<file path="config.mk">
export PLATFORM = sky130hd
export DESIGN_NAME = spi_i2c_cmd_ctrl
export DESIGN_NICKNAME = d
export VERILOG_FILES = /design/src/rtl/spi_i2c_cmd_ctrl.sv
export SDC_FILE = /design/constraint.sdc
export NUM_CORES = 1
export LEC_CHECK = 0
export CAP_MARGIN = 10
export CORE_ASPECT_RATIO = 0.75
export CORE_MARGIN = 1
export CORE_UTILIZATION = 42
export DETAILED_ROUTE_END_ITERATION = 16
export PLACE_DENSITY_LB_ADDON = 0.3
export SETUP_SLACK_MARGIN = 0.2
export SYNTH_ARGS = -nofsm -noshare
export SYNTH_HDL_FRONTEND = slang
export SYNTH_SLANG_ARGS = --single-unit
</file>
<file path="constraint.sdc">
create_clock -name clk -period 7.2 [get_ports clk]
set_input_delay 1.08 -clock clk [delete_from_list [all_inputs] [get_ports clk]]
set_output_delay 1.08 -clock clk [all_outputs]
set_load 0.05 [all_outputs]
</file>
<file path="src/rtl/spi_i2c_cmd_ctrl.sv">
// ============================================================================
// spi_i2c_cmd_ctrl
//
// Purpose
//   Turns each SPI chip-select frame received from spi_slave into one I2C
//   master command. Frame byte0 = {addr[6:0], rw}. For writes, the following
//   bytes are payload buffered in a write FIFO and streamed to the I2C master.
//   For reads, byte1 is the read length N; bytes returned by the I2C master
//   are buffered in a read FIFO and handed back to spi_slave as tx_data, one
//   byte per later frame.
//
// Configuration macro
//   STATUS_BYTE_EN : when defined, tx_data shows the status byte while the
//                    read FIFO is empty, so an SPI master can poll with dummy
//                    frames. When undefined, tx_data is 8'h00 while empty.
//
// Parameters
//   FIFO_DEPTH : entries per FIFO (power of 2, 2..16); also max transfer length
//   CNT_W      : width of length fields; must be able to hold FIFO_DEPTH
//
// Ports
//   clk, rst_n                 clock, asynchronous active-low reset
//   rx_data/rx_valid/spi_busy  byte stream and CS-active flag from spi_slave
//   tx_data/tx_valid/tx_ready  read-back byte to spi_slave, pop strobe
//   cmd_valid/cmd_ready        command handshake to the I2C master
//   cmd_addr/cmd_rw/cmd_len    command fields, stable while cmd_valid
//   wr_data/wr_valid/wr_ready  write payload stream to the I2C master
//   rd_data/rd_valid           read bytes from the I2C master
//   cmd_done/cmd_nack          transaction finished / target NACKed
//   status                     {ctrl_busy, nack, ovf, frame_err, 0, rd_count[2:0]}
// ============================================================================
module spi_i2c_cmd_ctrl #(
    parameter int FIFO_DEPTH = 8,
    parameter int CNT_W      = 4
) (
    input  logic             clk,
    input  logic             rst_n,
    input  logic [7:0]       rx_data,
    input  logic             rx_valid,
    input  logic             spi_busy,
    output logic [7:0]       tx_data,
    output logic             tx_valid,
    input  logic             tx_ready,
    output logic             cmd_valid,
    input  logic             cmd_ready,
    output logic [6:0]       cmd_addr,
    output logic             cmd_rw,
    output logic [CNT_W-1:0] cmd_len,
    output logic [7:0]       wr_data,
    output logic             wr_valid,
    input  logic             wr_ready,
    input  logic [7:0]       rd_data,
    input  logic             rd_valid,
    input  logic             cmd_done,
    input  logic             cmd_nack,
    output logic [7:0]       status
);

    localparam int PTR_W = (FIFO_DEPTH > 1) ? $clog2(FIFO_DEPTH) : 1;
    localparam int FC_W  = CNT_W + 1;
    localparam logic [FC_W-1:0]  DEPTH_FC  = FC_W'(FIFO_DEPTH);
    localparam logic [CNT_W-1:0] DEPTH_LEN = CNT_W'(FIFO_DEPTH);

    typedef enum logic [2:0] {
        S_IDLE  = 3'd0,
        S_WDATA = 3'd1,
        S_RLEN  = 3'd2,
        S_ISSUE = 3'd3,
        S_EXEC  = 3'd4
    } state_t;

    state_t r_state;
    state_t w_state_nxt;

    // command fields and sticky flags
    logic             r_busy_q;
    logic [6:0]       r_addr;
    logic             r_rw;
    logic [CNT_W-1:0] r_len;
    logic             r_len_got;
    logic             r_nack;
    logic             r_ovf;
    logic             r_ferr;

    // write FIFO
    logic [7:0]       r_wr_mem [FIFO_DEPTH];
    logic [PTR_W-1:0] r_wr_wptr;
    logic [PTR_W-1:0] r_wr_rptr;
    logic [FC_W-1:0]  r_wr_cnt;

    // read FIFO
    logic [7:0]       r_rd_mem [FIFO_DEPTH];
    logic [PTR_W-1:0] r_rd_wptr;
    logic [PTR_W-1:0] r_rd_rptr;
    logic [FC_W-1:0]  r_rd_cnt;

    // FSM strobes
    logic w_frame_end;
    logic w_hdr_acc;
    logic w_wr_push;
    logic w_len_acc;
    logic w_len_missing;
    logic w_empty_wr;
    logic w_rx_drop;
    logic w_done;
    logic w_rd_push;

    // FIFO control
    logic w_wr_nempty;
    logic w_wr_push_ok;
    logic w_wr_pop;
    logic w_wr_flush;
    logic w_rd_nempty;
    logic w_rd_push_ok;
    logic w_rd_pop;
    logic w_rd_flush;
    logic w_len_bad;

    // End of frame: CS was active last cycle and is now released.
    assign w_frame_end = r_busy_q & ~spi_busy;

    assign w_wr_nempty  = (r_wr_cnt != '0);
    assign w_rd_nempty  = (r_rd_cnt != '0);
    assign w_wr_push_ok = w_wr_push & (r_wr_cnt != DEPTH_FC);
    assign w_wr_pop     = wr_valid & wr_ready;
    assign w_wr_flush   = w_empty_wr | w_done;
    // A full read FIFO can still take a byte if an entry leaves in the same cycle.
    assign w_rd_push_ok = w_rd_push & ((r_rd_cnt != DEPTH_FC) | w_rd_pop);
    assign w_rd_pop     = tx_ready & w_rd_nempty;
    assign w_rd_flush   = w_hdr_acc & rx_data[0];
    assign w_len_bad    = (rx_data == 8'd0) || (rx_data > 8'(FIFO_DEPTH));

    // ------------------------------------------------------------------------
    // FSM state register
    // ------------------------------------------------------------------------
    always_ff @(posedge clk or negedge rst_n) begin
        if (!rst_n) begin
            r_state <= S_IDLE;
        end else begin
            r_state <= w_state_nxt;
        end
    end

    // ------------------------------------------------------------------------
    // FSM next state and strobes
    // ------------------------------------------------------------------------
    always_comb begin
        w_state_nxt   = r_state;
        w_hdr_acc     = 1'b0;
        w_wr_push     = 1'b0;
        w_len_acc     = 1'b0;
        w_len_missing = 1'b0;
        w_empty_wr    = 1'b0;
        w_rx_drop     = 1'b0;
        w_done        = 1'b0;
        w_rd_push     = 1'b0;
        cmd_valid     = 1'b0;
        wr_valid      = 1'b0;
        case (r_state)
            S_IDLE: begin
                // A header arriving as the frame closes is a header-only frame: ignore it.
                if (rx_valid && !w_frame_end) begin
                    w_hdr_acc   = 1'b1;
                    w_state_nxt = rx_data[0] ? S_RLEN : S_WDATA;
                end
            end
            S_WDATA: begin
                w_wr_push = rx_valid;
                if (w_frame_end) begin
                    // No payload stored and none arriving this cycle.
                    if ((r_wr_cnt == '0) && !rx_valid) begin
                        w_empty_wr  = 1'b1;
                        w_state_nxt = S_IDLE;
                    end else begin
                        w_state_nxt = S_ISSUE;
                    end
                end
            end
            S_RLEN: begin
                w_len_acc = rx_valid && !r_len_got;
                if (w_frame_end) begin
                    w_len_missing = !r_len_got && !w_len_acc;
                    w_state_nxt   = S_ISSUE;
                end
            end
            S_ISSUE: begin
                cmd_valid = 1'b1;
                w_rx_drop = rx_valid;
                if (cmd_ready) begin
                    w_state_nxt = S_EXEC;
                end
            end
            S_EXEC: begin
                w_rx_drop = rx_valid;
                wr_valid  = !r_rw && w_wr_nempty;
                w_rd_push = rd_valid;
                if (cmd_done) begin
                    w_done      = 1'b1;
                    w_state_nxt = S_IDLE;
                end
            end
            default: begin
                w_state_nxt = S_IDLE;
            end
        endcase
    end

    // ------------------------------------------------------------------------
    // Command fields and sticky flags
    // ------------------------------------------------------------------------
    always_ff @(posedge clk or negedge rst_n) begin
        if (!rst_n) begin
            r_busy_q  <= 1'b0;
            r_addr    <= '0;
            r_rw      <= 1'b0;
            r_len     <= '0;
            r_len_got <= 1'b0;
            r_nack    <= 1'b0;
            r_ovf     <= 1'b0;
            r_ferr    <= 1'b0;
        end else begin
            r_busy_q <= spi_busy;
            if (w_hdr_acc) begin
                r_addr    <= rx_data[7:1];
                r_rw      <= rx_data[0];
                r_len     <= '0;
                r_len_got <= 1'b0;
                r_nack    <= 1'b0;
                r_ovf     <= 1'b0;
                r_ferr    <= 1'b0;
            end
            // Write length tracks bytes actually stored, so dropped bytes are not counted.
            if (w_wr_push_ok) begin
                r_len <= r_len + CNT_W'(1);
            end
            if (w_len_acc) begin
                r_len_got <= 1'b1;
                if (w_len_bad) begin
                    r_ferr <= 1'b1;
                    r_len  <= DEPTH_LEN;
                end else begin
                    r_len  <= rx_data[CNT_W-1:0];
                end
            end
            // Read frame closed before any length byte: treat like N==0.
            if (w_len_missing) begin
                r_ferr <= 1'b1;
                r_len  <= DEPTH_LEN;
            end
            if (w_empty_wr) begin
                r_ferr <= 1'b1;
            end
            if ((w_wr_push && !w_wr_push_ok) || w_rx_drop || (w_rd_push && !w_rd_push_ok)) begin
                r_ovf <= 1'b1;
            end
            if (w_done) begin
                r_nack <= cmd_nack;
            end
        end
    end

    // ------------------------------------------------------------------------
    // Write FIFO
    // ------------------------------------------------------------------------
    always_ff @(posedge clk or negedge rst_n) begin
        if (!rst_n) begin
            r_wr_wptr <= '0;
            r_wr_rptr <= '0;
            r_wr_cnt  <= '0;
        end else if (w_wr_flush) begin
            r_wr_wptr <= '0;
            r_wr_rptr <= '0;
            r_wr_cnt  <= '0;
        end else begin
            if (w_wr_push_ok) begin
                r_wr_wptr <= r_wr_wptr + PTR_W'(1);
            end
            if (w_wr_pop) begin
                r_wr_rptr <= r_wr_rptr + PTR_W'(1);
            end
            case ({w_wr_push_ok, w_wr_pop})
                2'b10:   r_wr_cnt <= r_wr_cnt + FC_W'(1);
                2'b01:   r_wr_cnt <= r_wr_cnt - FC_W'(1);
                default: r_wr_cnt <= r_wr_cnt;
            endcase
        end
    end

    always_ff @(posedge clk) begin
        if (w_wr_push_ok) begin
            r_wr_mem[r_wr_wptr] <= rx_data;
        end
    end

    // ------------------------------------------------------------------------
    // Read FIFO
    // ------------------------------------------------------------------------
    always_ff @(posedge clk or negedge rst_n) begin
        if (!rst_n) begin
            r_rd_wptr <= '0;
            r_rd_rptr <= '0;
            r_rd_cnt  <= '0;
        end else if (w_rd_flush) begin
            r_rd_wptr <= '0;
            r_rd_rptr <= '0;
            r_rd_cnt  <= '0;
        end else begin
            if (w_rd_push_ok) begin
                r_rd_wptr <= r_rd_wptr + PTR_W'(1);
            end
            if (w_rd_pop) begin
                r_rd_rptr <= r_rd_rptr + PTR_W'(1);
            end
            case ({w_rd_push_ok, w_rd_pop})
                2'b10:   r_rd_cnt <= r_rd_cnt + FC_W'(1);
                2'b01:   r_rd_cnt <= r_rd_cnt - FC_W'(1);
                default: r_rd_cnt <= r_rd_cnt;
            endcase
        end
    end

    always_ff @(posedge clk) begin
        if (w_rd_push_ok) begin
            r_rd_mem[r_rd_wptr] <= rd_data;
        end
    end

    // ------------------------------------------------------------------------
    // Outputs
    // ------------------------------------------------------------------------
    assign cmd_addr = r_addr;
    assign cmd_rw   = r_rw;
    assign cmd_len  = r_len;
    assign tx_valid = w_rd_nempty;
    assign status   = {(r_state != S_IDLE), r_nack, r_ovf, r_ferr, 1'b0, r_rd_cnt[2:0]};
    // Heads are gated so empty FIFOs never expose uninitialised storage.
    assign wr_data  = w_wr_nempty ? r_wr_mem[r_wr_rptr] : 8'h00;
`ifdef STATUS_BYTE_EN
    assign tx_data  = w_rd_nempty ? r_rd_mem[r_rd_rptr] : status;
`else
    assign tx_data  = w_rd_nempty ? r_rd_mem[r_rd_rptr] : 8'h00;
`endif

endmodule
</file>
Yosys cells after proc, flatten, opt, wreduce, memory -nomap -nowiden
Memory sizes are Yosys's and may differ from the RTL's.
Index checks and enable logic that the tools add are counted.
{ "classes": {"add_sub_neg": 9, "bitwise_logic": 9, "eq_ne": 15, "reduce_logical": 35, "n_mux": 55, "n_lt_le_gt_ge": 1} }
{ "ops": {"columns": ["cell", "count"], "rows": [
  ["$mux 3", 13],
  ["$mux 1", 28],
  ["$mux 4", 5],
  ["$pmux 5 s2", 2],
  ["$mux 8", 2],
  ["$pmux 3 s5", 1],
  ["$reduce_bool 2->1", 7],
  ["$add 3x1->3 const B", 4],
  ["$add 5x1->5 const B", 2],
  ["$mux 5", 2],
  ["$ne 2x2->1 const B", 5],
  ["$ne 5x4->1 const B", 2],
  ["$reduce_bool 5->1", 2],
  ["$sub 5x1->5 const B", 2],
  ["$reduce_bool 3->1", 3],
  ["$gt 8x4->1 const B", 1],
  ["$logic_not 8->1", 1],
  ["$logic_and 1x1->1", 7],
  ["$logic_not 1->1", 7],
  ["$and 1x1->1", 6],
  ["$eq 3x2->1 const B", 2],
  ["$logic_not 5->1", 1],
  ["$reduce_and 5->1", 1],
  ["$add 4x1->4 const B", 1],
  ["11 further kinds", 17]
]} }
{ "word_totals": {"ramBits": 128, "memories": 2, "register_bits": 42, "out_inout_bits": 39} }
{ "memory_table": {"columns": ["name", "depth", "width", "rd", "rd_clocked_by_memory_dff", "wr", "line", "text"], "rows": [
  ["r_rd_mem", 8, 8, 1, 0, 1, "92", "logic [7:0] r_rd_mem [FIFO_DEPTH];"],
  ["r_wr_mem", 8, 8, 1, 0, 1, "86", "logic [7:0] r_wr_mem [FIFO_DEPTH];"]
]} }

Depth between registers and ports, before layout
Gate-level depths: netlist of run 1.
{ "depth": {"ltp_word": 11, "mapped_depth": 10} }

Worst setup path before layout of run 1
Ideal clock, no wire load.
{ "synth_timing": {"kind": "reg-to-output", "startpoint": "register r_state[1]", "endpoint": "output wr_valid", "n_path_buf": 1, "slack_ns": 4.122, "arrival_ns": 1.998, "path_stages_with_launch": 4, "t_required_ns": 6.120, "path_cell_list": "dfrtp_1 -> or3b_1 -> clkbuf_1 -> nor3_1"} }
{ "synth_between": {"elab_chain_cells": 2} }
{ "synth_lines": {"columns": ["element", "line", "text"], "rows": [
  ["start: declaration", "72", "state_t r_state;"],
  ["start signal: assignment", "140", "r_state <= w_state_nxt;"],
  ["$eq 3x3->1", "159", "case (r_state)"],
  ["$mux 1", "159", null],
  ["end: declaration", "50", "output logic wr_valid,"]
]} }
Every way passes these cells.

Worst setup path after layout of run 1
{ "layout_timing": {"startpoint": "register r_wr_rptr[0]", "endpoint": "output wr_data[0]"} }
{ "layout_between": {"elab_chain_cells": 2} }
{ "layout_lines": {"columns": ["element", "line", "text"], "rows": [
  ["start: declaration", "88", "logic [PTR_W-1:0] r_wr_rptr;"],
  ["start signal: assignment", "279", "r_wr_rptr <= r_wr_rptr + PTR_W'(1);"],
  ["$mem_v2 8x8", null, null],
  ["$mux 8", "337", "assign wr_data = w_wr_nempty ? r_wr_mem[r_wr_rptr] : 8'h00;"],
  ["end: declaration", "49", "output logic [7:0] wr_data,"]
]} }
Every way passes these cells.

==> results of run 1 <==
[worst max-delay path: stages (launching register included)]
cell             delay, ps
dfrtp_1                720
buf_8                  250
mux4_2                 550
mux2i_1                140
nor2_1                  70
clkdlybuf4s50_1        730
[logic make-up (layout without fill, tap and decap cells)]
group,after synthesis,after routing,share of synthesized area
other,1,1,0.0005025
muxes,61,61,0.1368
and+or+nand+nor,119,119,0.08199
AOI/OAI and AO/OA,55,55,0.06020
adders and majority gates,11,11,0.01945
DFF,170,170,0.6559
buffers and inverters,41,117,0.02632
xor gates and xnor gates,16,16,0.01878
[stage by stage]
stage               setup slack [ps]  cells
finish                          3242    786
global placement                3072    752
floorplan                       4122    474
global route                    3068    786
detailed placement              2900    752
CTS                             2883    784
[final timing paths]
kind                                   start             end  slack, ps  depth (start not counted)
worst max-delay path            r_wr_rptr[0]      wr_data[0]       3240                          5
worst max register to register    r_state[1]  r_wr_mem[3][6]       4110                          4
max in group asynchronous              rst_n    r_wr_rptr[0]       5700                          1
min in group asynchronous              rst_n     r_rd_cnt[0]        840                          1
worst min-delay path             cmd_addr[3]     cmd_addr[3]        510                          1
worst min register to register   cmd_addr[3]     cmd_addr[3]        510                          1
[flip-flops by register name, summed over array words and instances (netlist names), 3 cells and up]
signal	count
r_rd_rptr	3
r_wr_wptr	3
r_rd_wptr	3
r_state	3
r_wr_mem	64
cmd_addr	7
r_wr_cnt	5
cmd_len	4
r_rd_cnt	5
r_rd_mem	64
r_wr_rptr	3
[cell usage in the layout, fill, tap and decap left out, types with 6 or more instances in the layout]
cell	instances
a21oi_1	13
buf_4	8
clkbuf_16	17
clkdlybuf4s50_1	62
dfrtp_1	42
edfxtp_1	128
ha_1	10
inv_1	11
inv_6	7
mux2_2	8
mux2i_1	21
mux4_2	32
nand2_1	20
nand3_1	6
nor2_1	45
nor3_1	10
xnor2_1	9
xor2_1	7
[synth_stat cells, types with 3 or more instances]
library cell and instances:
a211oi_1 3, a21o_1 4, a21oi_1 13, buf_1 6
buf_2 6, buf_4 7, clkbuf_1 8, dfrtp_1 42
edfxtp_1 128, ha_1 10, inv_1 11, mux2_2 8
mux2i_1 21, mux4_2 32, nand2_1 20, nand2b_1 5
nand3_1 6, nor2_1 45, nor2b_1 3, nor3_1 12
nor3b_1 5, nor4_1 4, o21ai_0 5, or4_1 3
xnor2_1 9, xor2_1 7
[per-layer routing]
| layer | share of wire | global-route usage |
|---|---|---|
| met5 | 0 | 0 |
| met4 | 0.0072 | 0.05147 |
| met3 | 0.056 | 0.04545 |
| met2 | 0.44 | 0.2517 |
| met1 | 0.49 | 0.2647 |
[layout make-up]
cell class | count | area share
clock inverter | 14 | 0.01942
tap | 236 | 0.03297
multi-input combinational | 263 | 0.2658
inverter | 12 | 0.005029
sequential | 170 | 0.5464
clock buffer | 18 | 0.04903
timing repair buffer | 73 | 0.08130
[report_power, final]
group	internal (uW)	total [uW]	switching (uW)
clock	536	945	409
sequential	1180	1390	217
combinational	645	1500	858
==> run summary, run 1 <==
flops & latches, synth: 170
Die ar.: 18310 sq um
GR Overflow Total: 0
yosys warns: 0
total clock sinks: 170
via count: 4250
WP data required: 6120 ps
routability cong.: 0.7985
pin count of the biggest net entering global routing: 43
post_cts resized: 0
Pre-Repair DR Iteration Count: 4
clk buf depth: 2
Layout Skew: 9.541 ps
crit path capture type: output port
placed cell area: 8302 sq um
Multi-input gate area: 2381 sq um
endpoints failing setup: 0
number of synthesized flops with an enable pin: 128
Die X-Extent: 155.9 um
Final #Nets: 574
TritonCTS clock tree: built
FILL cells: 1399
power consumption: 3843 uW
Synth area leaders: edfxtp_1 52%, dfrtp_1 14%, mux4_2 9.7%
Tcrit/Tclk final: 0.5497
DP HPWL: 9722 um
fin area: 8957 sq um
root buf cell: clkbuf_16
first-pass GRT wire length: 23710 um
Via density: 5.407
crit path kind: flip-flop to output port
Ant. Diodes: 0
Post-Syn Area: 7462 sq um
post-synth top area share: 0.5151
crit start category: flip-flop
Slew @ Worst Pin: 1165 ps
RSZ-0062 raised after global routing: false
clk_lat worst skew: 430 ps
Max FO, Critical Path: 10
Num CTS Buffers: 17
I/O Buffers: 63
Leakage: 0.003137 uW
pwr/cell area: 429.0 nW/um^2
CTS hold repair buffers: 0
synth unique cells: 70
postcts setup bufs: 0
status: complete, no violations
Final Critical Period: 3958 ps
site row count: 41
core region area: 17080 sq um
maxcap violations: 0
worst min path class: flip-flop to flip-flop
worst supply voltage drop on vdd: 290.3 uV
vias in the first global route: 4153
H-tree Lvls: 4
Initial Util: 0.4368
Post-synth ARST share: 0.2471
endpoints failing hold: 0
post-route ant nets: 0
CP Data Arrival Time: 2880 ps
ys flop type: edfxtp_1
initial DRC count: 304
sequential cell area: 4895 sq um
worst rel slew slack: 0.2220
Area Growth Syn to Fin: 20.04%
Seq/Total Area, Yosys: 0.6559
DRC: 0
total wire length: 15070 um
antenna violations before repair: 0
Max Slew Vio Count: 0
clock-pin slew on the worst setup and hold paths: 70 ps
Die Y: 117.4 um
synthesized instance count: 474
setup_tns: 0 ps
Routed WL per cell: 19.17 um
I/O pin count: 65
GR Util All Layers: 0.1764
post-synth top area cell: edfxtp_1
fmax: 0.2526 GHz
Post-Syn Nets: 511
Core Util, Final: 0.5244
layout cells sized above 1: 0.1873
mean post-synth cell area: 15.74 sq um
final hold slack: 513.7 ps
Note: power is estimated with default switching activity, not from simulation.
==> run 2, diff against run 1 <==
- clock period: 7.2 -> 4 ns (I/O delays scaled with it)
==> run 2 against run 1 <==
  * Count of clock-buffer cells in the layout up 1
  * Via count is 1.6% higher
  * Critical path depth fell by 1
  * Register-to-register slack worse by 3000 ps
  * Hold slack got worse by 170 ps
  * Critical endpoint is now wr_valid
  * Largest power group unchanged
==> run summary, run 2 (same netlist as run 1, synthesis figures left out) <==
endpoints failing hold: 0 (unchanged)
Leakage: 0.003139 uW (about the same)
setup slack, reg-to-reg: 1070 ps (-3040 ps)
CP Data Arrival Time: 2850 ps (-30 ps)
CP top delay family: simple AND/OR/NAND/NOR gates
vias in the first global route: 4373 (+5.3%)
pwr/cell area: 756.3 nW/um^2 (+76%)
Tcrit/Tclk final: 0.8629
max incr delay on CP: 730 ps (about the same)
Num CTS Buffers: 17 (unchanged)
I/O Buffers: 63 (unchanged)
initial DRC count: 204 (-33%)
Layout Skew: 10.55 ps (+1.014 ps)
Final Critical Period: 3452 ps
CTS hold repair buffers: 0 (unchanged)
maxcap violations: 0 (unchanged)
clk buf depth: 2 (unchanged)
GR Overflow Total: 0 (unchanged)
Final #Nets: 583 (+1.6%)
endpoints failing setup: 0 (unchanged)
DP HPWL: 9970 um (+2.5%)
Multi-input gate area: 2371 sq um (-0.42%)
Core Util, Final: 0.5233 (-0.001099)
FILL cells: 1394 (-0.36%)
Initial Util: 0.4368 (unchanged)
GR Util All Layers: 0.1823 (+0.005900)
first-pass GRT wire length: 24780 um (+4.5%)
reg2reg start: r_rd_cnt[1]
Crit path buffers/inverters: 1 (-1)
fmax: 0.2897 GHz
WP data required: 3400 ps (-2720 ps)
total clock sinks: 170 (unchanged)
DRC: 0 (unchanged)
total wire length: 15340 um (+1.8%)
sequential cell area: 4895 sq um (unchanged)
I/O pin count: 65 (unchanged)
routability cong.: 0.8440 (+5.7%)
Die X-Extent: 155.9 um (unchanged)
H-tree Lvls: 4 (unchanged)
worst min path class: primary input to asynchronous set/reset pin
worst supply voltage drop on vdd: 384.7 uV (+33%)
Max FO, Critical Path: 10 (unchanged)
status: complete, no violations
post-route insts no fill: 795 (+1.1%)
placed insts: 763 (+1.5%)
Die ar.: 18310 sq um (unchanged)
Die Y: 117.4 um (unchanged)
Via density: 5.430 (+0.43%)
Routed WL per cell: 19.29 um (+0.65%)
Ant. Diodes: 0 (unchanged)
Pre-Repair DR Iteration Count: 4 (unchanged)
core region area: 17080 sq um (unchanged)
TritonCTS clock tree: built
post-route ant nets: 0 (unchanged)
CP Cell Sequence: or4_1, nor2_2, nor3_1, clkdlybuf4s50_1
Area Growth Syn to Fin: 19.79%
reg2reg path depth: 9 (+5)
site row count: 41 (unchanged)
layout cells sized above 1: 0.1914 (+0.004141)
postcts setup bufs: 0 (unchanged)
crit start category: flip-flop
crit path kind: flip-flop to output port
commonest non-fill, non-tap cell in the layout: edfxtp_1
Max Slew Vio Count: 0 (unchanged)
RSZ-0062 raised after global routing: false
clk_lat worst skew: 420 ps (about the same)
most frequent cells in the layout: 128 x edfxtp_1, 62 x clkdlybuf4s50_1, 45 x nor2_1
pin count of the biggest net entering global routing: 43 (unchanged)
crit path capture type: output port
final hold slack: 346.1 ps (-167.5 ps)
antenna violations before repair: 0 (unchanged)
CP max-delay cell: clkdlybuf4s50_1
worst rel slew slack: 0.3039 (+0.08190)
root buf cell: clkbuf_16
Slew @ Worst Pin: 1044 ps (-120.3 ps)
clock-pin slew on the worst setup and hold paths: 70 ps (about the same)
setup_tns: 0 ps (unchanged)
post_cts resized: 0 (unchanged)
RR Endpoint: r_rd_cnt[4]
via count: 4317 (+1.6%)
[run 2: area by class of cell]
cell class                      instances  area share
Sequential cell                       170      0.5476
Multi-Input combinational cell        263      0.2653
Timing Repair Buffer                   82     0.08595
Clock buffer                           19     0.04843
Tap cell                              236     0.03303
Clock inverter                         13     0.01470
Inverter                               12    0.005039
[run 2: worst max path at each step]
| stage | start | end | slack, ps | cells after the start |
|---|---|---|---|---|
| 5_1_grt | r_wr_cnt[1] | wr_data[7] | 430 | 4 |
| 6_report | r_wr_cnt[1] | wr_valid | 550 | 4 |
| 3_3_place_gp | rd_valid | r_rd_cnt[4] | 780 | 10 |
| 4_1_cts | r_wr_cnt[1] | wr_valid | 510 | 4 |
| 3_5_place_dp | rd_valid | r_rd_cnt[4] | 680 | 10 |
| 2_1_floorplan | r_state[1] | wr_valid | 1400 | 3 |
[run 2: report_power, final]
group | total [uW] | internal [uW] | switching, uW
registers | 2480 | 2120 | 356
clock network | 1580 | 874 | 708
logic | 2700 | 1140 | 1560
[run 2: per-stage QoR]
step	setup WS [ps]	power [uW]	instance area, sq um
6_report	548.3	6761	8939
5_1_grt	427.0	7108	8939
4_1_cts	513.7	6824	8939
3_5_place_dp	678.5	5234	8374
3_3_place_gp	783.0	5180	8374
2_1_floorplan	1402	4477	7462
[run 2: worst reg2reg max path, stage by stage, from the launching register on]
cell and delay [ps]:
dfrtp_1 420, or4_1 710, o211ai_2 300, inv_1 130, ha_1 330, nor2b_1 140
o21ai_0 230, nor3b_1 290, o21a_1 170, nor3_1 40
[run 2: layer usage]
metal | vias up | global-route usage | routed length [um]
li1 | 1980 | - | -
met1 | 2206 | 0.2703 | 7474
met2 | 119 | 0.2690 | 6895
met3 | 12 | 0.04508 | 852
met4 | 0 | 0.04412 | 115
met5 | - | 0 | 0
==> run 3, diff against run 2 <==
- CORE_MARGIN: 1 -> default
- REMOVE_ABC_BUFFERS: default -> 1
==> run 3 against run 2 <==
  * Clock power is essentially flat
  * Register-to-register slack lost 110 ps
  * Sequential power about the same
  * Cell count is 0.13% higher
  * First-iteration DRC count grew 18%
  * Wire length down 2.4%
  * Combinational power hardly changed
  * Global-route usage down 0.49 points
  * Flip-flop and latch count stayed put
  * Non-clock buffer count up 1
  * Count of clock-buffer cells in the layout down 1
  * Highest routed layer unchanged
==> run summary, run 3 (same netlist as run 1, synthesis figures left out) <==
root buf cell: clkbuf_16
most frequent cells in the layout: 128 x edfxtp_1, 62 x clkdlybuf4s50_1, 45 x nor2_1
DRC: 0 (unchanged)
total wire length: 14970 um (-2.4%)
Leakage: 0.003168 uW (+0.94%)
worst supply voltage drop on vdd: 433.0 uV (+13%)
WP data required: 3400 ps (about the same)
CP Cell Sequence: or4_1, nor2_2, nor2_1, clkdlybuf4s50_1
worst rel slew slack: 0.2951 (-0.008795)
I/O pin count: 65 (unchanged)
crit path kind: flip-flop to output port
antenna violations before repair: 0 (unchanged)
post_cts resized: 0 (unchanged)
fmax: 0.2876 GHz (-0.74%)
status: complete, no violations
CP max-delay cell: clkdlybuf4s50_1
pwr/cell area: 755.8 nW/um^2 (about the same)
Final Critical Period: 3477 ps (+25.69 ps)
Die Y: 117.4 um (unchanged)
Crit path buffers/inverters: 1 (unchanged)
routability cong.: 0.8730 (+3.4%)
CTS hold repair buffers: 0 (unchanged)
Place WS: 615.5 ps (-62.96 ps)
endpoints failing hold: 0 (unchanged)
Ant. Diodes: 0 (unchanged)
crit start category: flip-flop
Max FO, Critical Path: 10 (unchanged)
max incr delay on CP: 730 ps (about the same)
I/O Buffers: 63 (unchanged)
FILL cells: 1381 (-0.93%)
CP Data Arrival Time: 2880 ps (+30 ps)
endpoints failing setup: 0 (unchanged)
Core Util, Final: 0.5248 (+0.001538)
clock-pin slew on the worst setup and hold paths: 70 ps (about the same)
crit path capture type: output port
commonest non-fill, non-tap cell in the layout: edfxtp_1
DP HPWL: 9844 um (-1.3%)
layout cells sized above 1: 0.1982 (+0.006801)
clk_lat worst skew: 430 ps (about the same)
GR Overflow Total: 0 (unchanged)
Die X-Extent: 155.9 um (unchanged)
post-route ant nets: 0 (unchanged)
vias in the first global route: 4438 (+1.5%)
Tcrit/Tclk final: 0.8693 (+0.006421)
GR Util All Layers: 0.1774 (-0.004945)
via count: 4320 (+0.069%)
maxcap violations: 0 (unchanged)
site row count: 41 (unchanged)
Routed WL per cell: 18.81 um (-2.5%)
worst min path class: primary input to asynchronous set/reset pin
Num CTS Buffers: 17 (unchanged)
Final #Nets: 584 (+0.17%)
CP top delay family: simple AND/OR/NAND/NOR gates
TritonCTS clock tree: built
Pre-Repair DR Iteration Count: 5 (+1)
Die ar.: 18310 sq um (unchanged)
initial DRC count: 240 (+18%)
clk buf depth: 2 (unchanged)
Area Growth Syn to Fin: 20.14%
first-pass GRT wire length: 23980 um (-3.2%)
Initial Util: 0.4368 (unchanged)
Final WS setup: 522.6 ps (-25.69 ps)
Max Slew Vio Count: 0 (unchanged)
H-tree Lvls: 4 (unchanged)
postcts setup bufs: 0 (unchanged)
Slew @ Worst Pin: 1054 ps (+9.301 ps)
RSZ-0062 raised after global routing: false
pin count of the biggest net entering global routing: 43 (unchanged)
total clock sinks: 170 (unchanged)
core region area: 17080 sq um (unchanged)
Via density: 5.427 (about the same)
setup_tns: 0 ps (unchanged)
Layout Skew: 10.72 ps (+0.1689 ps)
run 3: worst register-to-register path, cell delays in order (launching register included):
cell      delay (ps)
dfrtp_1          430
or4_1            730
o211ai_2         300
inv_1            130
ha_1             340
nor2b_1          140
o21ai_0          260
nor3b_1          330
o21a_1           180
nor3_1            40
run 3: worst paths after layout:
kind,startpoint,end,cells past startpoint,slack [ps]
max,r_wr_cnt[1],wr_data[4],4,520
min,rst_n,cmd_addr[3],1,320
max reg2reg,r_rd_cnt[1],r_rd_cnt[4],9,960
min reg2reg,cmd_addr[0],cmd_addr[0],1,520
max in group asynchronous,rst_n,r_rd_cnt[1],1,3080
min in group clk,cmd_addr[0],cmd_addr[0],1,520
run 3: through the flow:
step / hold WS, ps / power, uW / std cells / instance area (sq um)
6_report: 321.6 / 6775 / 796 / 8965
5_1_grt: 388.6 / 7127 / 796 / 8965
3_3_place_gp: 488.9 / 5166 / 764 / 8382
3_5_place_dp: 499.4 / 5234 / 764 / 8382
4_1_cts: 356.9 / 6833 / 796 / 8965
2_1_floorplan: 304.4 / 4372 / 445 / 7311
run 3: power breakdown:
group          switching [uW]  internal, uW  total [uW]
clock                     741           852        1590
combinational            1560          1140        2700
sequential                367          2120        2490
run 3: area by class of cell:
type,instances,area [sq um],area share
Tap cell,236,295.3,0.03294
Inverter,12,45.04,0.005024
Clock buffer,18,439.2,0.04899
Sequential cell,170,4895,0.5460
Timing Repair Buffer,83,775.7,0.08653
Multi-Input combinational cell,263,2371,0.2645
Clock inverter,14,143.9,0.01605
run 3: metal layers:
metal	vias up	share of wire	track usage
met5	-	0	0
met4	0	0.011	0.05515
met3	14	0.043	0.04656
met2	93	0.47	0.2614
met1	2238	0.48	0.2567
li1	1975	-	-
==> edit (flow settings as in run 3) <==
The 5 states of `state_t` get a one-hot encoding in 5 bits.
--- a/src/rtl/spi_i2c_cmd_ctrl.sv
+++ b/src/rtl/spi_i2c_cmd_ctrl.sv
@@ -63,8 +63,8 @@
 
-    typedef enum logic [2:0] {
-        S_IDLE  = 3'd0,
-        S_WDATA = 3'd1,
-        S_RLEN  = 3'd2,
-        S_ISSUE = 3'd3,
-        S_EXEC  = 3'd4
+    typedef enum logic [4:0] {
+        S_IDLE  = 5'b00001,
+        S_WDATA = 5'b00010,
+        S_RLEN  = 5'b00100,
+        S_ISSUE = 5'b01000,
+        S_EXEC  = 5'b10000
     } state_t;
Behaviour: same outputs for any inputs over 4 cycles, from zero or initial values and one cycle with rst_n low; so few cycles prove little.
==> edit against run 3 <==
  * Area after synthesis up 1.9%
  * Routed wire length increased by 10%
  * Sequential cell count increased by 2
  * Sequential share of layout area down 0.29 points
  * Worst setup slack improved by 0.019 ns
  * Power is 7.8% lower
  * Design area rose by 1.6%
  * Sequential power shrank 5%
  * Largest cell class unchanged
==> edit: results (changes against run 3) <==
{| class="wikitable"
! Metric !! Value
|-
| Count of cells along the worst register-to-register path || 10 (+1)
|-
| Headroom to the max-slew limit || 0.274 (-0.0212)
|-
| Number of vias in the routed layout || 4,474 (+3.6%)
|-
| Iteration count of the initial detailed-routing pass || 5 (unchanged)
|-
| Largest net degree at the start of global routing || 45 (+4.7%)
|-
| Leakage power summed over all cells || 3.24 nW (+2.4%)
|-
| Share of flip-flops with an asynchronous set or reset || 0.256 (+0.00876)
|-
| Register clock-pin slew on the reported worst setup and hold paths || roughly 0.080 ns
|-
| Antenna diode count || 0 (unchanged)
|-
| Kind of start point of the critical path || flop
|-
| GR Util All Layers || 0.191 (+0.0140)
|-
| Most instantiated cells after synthesis || sky130_fd_sc_hd__edfxtp_1, sky130_fd_sc_hd__nor2_1, sky130_fd_sc_hd__dfrtp_1, sky130_fd_sc_hd__mux4_2, sky130_fd_sc_hd__nand2_1
|-
| Count of final hold-check violations || 0 (unchanged)
|-
| Run status || finished clean
|-
| Wire length of the first global-routing pass || 26,200 µm (+9.1%)
|-
| Number of antenna violations at the first check in global routing || 0 (unchanged)
|-
| Arrival time at the worst endpoint || 2.86 ns (-0.02 ns)
|-
| Number of buffers inserted by port buffering || 63 (unchanged)
|-
| Num CTS Buffers || 17 (unchanged)
|-
| Distinct cell type count after synthesis || 71 (+1.4%)
|-
| Smallest hold slack || 0.349 ns (+0.0274 ns)
|-
| Maximum VDD drop || 312 µV (-28%)
|-
| Total wirelength of the detailed-routed design || 16,500 µm (+10%)
|-
| H-tree Lvls || 4 (unchanged)
|-
| Highest fanout seen on the critical path || 9 (-1)
|-
| Yosys warning count || 0 (unchanged)
|-
| Top cells by area in the synthesized netlist || sky130_fd_sc_hd__edfxtp_1, sky130_fd_sc_hd__dfrtp_1, sky130_fd_sc_hd__mux4_2
|-
| Clock root buffer || sky130_fd_sc_hd__clkbuf_16
|-
| Vias in the first global route || 4,644 (+4.6%)
|-
| Net total in the final layout || 599 (+2.6%)
|-
| Share of cells above drive strength 1 || 0.207 (+0.00874)
|-
| Largest incremental delay on the critical path || 0.73 ns (about the same)
|-
| Reg-to-Reg End || r_rd_cnt[4]
|-
| Post-detailed-placement cell area || 8540 µm² (+1.9%)
|-
| Worst clock skew on the final layout || 0.0132 ns (+0.00244 ns)
|-
| Maximum buffer depth of the clock tree || 2 (unchanged)
|-
| Sequential fraction of the synthesis area || 0.650 (-0.00556)
|-
| Launch instance of the worst register-to-register path || r_rd_cnt[1]
|-
| Post-synth EDFFs || 128 (unchanged)
|-
| Post-CTS Setup Bufs || 0 (unchanged)
|-
| RD Place Congestion || 0.805 (-7.8%)
|-
| Insertion delay to the later sink of the worst-skew pair || between 0.4 and 0.5 ns
|-
| Register-to-Register Setup Slack || 1.20 ns (+0.24 ns)
|-
| DP HPWL || 11,300 µm (+14%)
|-
| Post-cts gate resize count || 0 (unchanged)
|-
| Crit-path slowest cell || sky130_fd_sc_hd__clkdlybuf4s50_1
|-
| Hold Crit Class || primary input to async pin
|-
| Initial DRC Count || 307 (+28%)
|}
[edit: power by group]
group / internal [mW] / switching (mW)
Combinational: 0.925 / 1.37
Clock: 0.826 / 0.756
Sequential: 2.09 / 0.276
Total: 3.84 / 2.40
[edit: final cells by class]
class | count | area, µm²
Clock buffer | 17 | 425
Clock inverter | 15 | 145
Fill cell | 1479 | 8550
Inverter | 12 | 47.5
Multi-Input combinational cell | 271 | 2410
Sequential cell | 172 | 4950
Tap cell | 242 | 303
Timing Repair Buffer | 88 | 826
[edit: cells by family after synthesis]
family,share of synthesized area
AND/OR/NAND/NOR,0.0923
adder cells (fa/ha/maj),0.0191
XOR/XNOR,0.0219
multiplexers,0.132
buffers and inverters,0.0321
other,0.000493
flip-flops,0.650
AO/OA/AOI/OAI,0.0518
[edit: stage by stage]
stage / power (mW) / setup slack [ns] / std cells
6_report: 6.24 / 0.541 / 817
3_5_place_dp: 4.70 / 0.838 / 785
3_3_place_gp: 4.64 / 0.934 / 785
4_1_cts: 6.28 / 0.470 / 817
2_1_floorplan: 3.92 / 1.22 / 455
5_1_grt: 6.52 / 0.395 / 817
[edit: how the worst max path moves through the flow]
stage / endpoint / slack, ns / cells after the start
2_1_floorplan: r_rd_cnt[4] / 1.22 / 10
3_3_place_gp: r_wr_mem[7][3] / 0.93 / 6
3_5_place_dp: r_wr_mem[7][4] / 0.84 / 6
4_1_cts: tx_valid / 0.47 / 4
5_1_grt: tx_data[4] / 0.40 / 4
6_report: tx_data[4] / 0.54 / 4
[edit: worst max-delay path, delay by kind of cell (launching register included)]
family / cells / cell delay (ns)
and+or+nand+nor: 3 / 1.28
buffers and inverters: 1 / 0.73
DFF: 1 / 0.42
[edit: layer usage]
layer	up-vias	share of wire	track usage
met3	11	0.059	0.0535
li1	2017	-	-
met1	2304	0.46	0.269
met2	142	0.47	0.290
met4	0	0.010	0.0558
met5	-	0	0
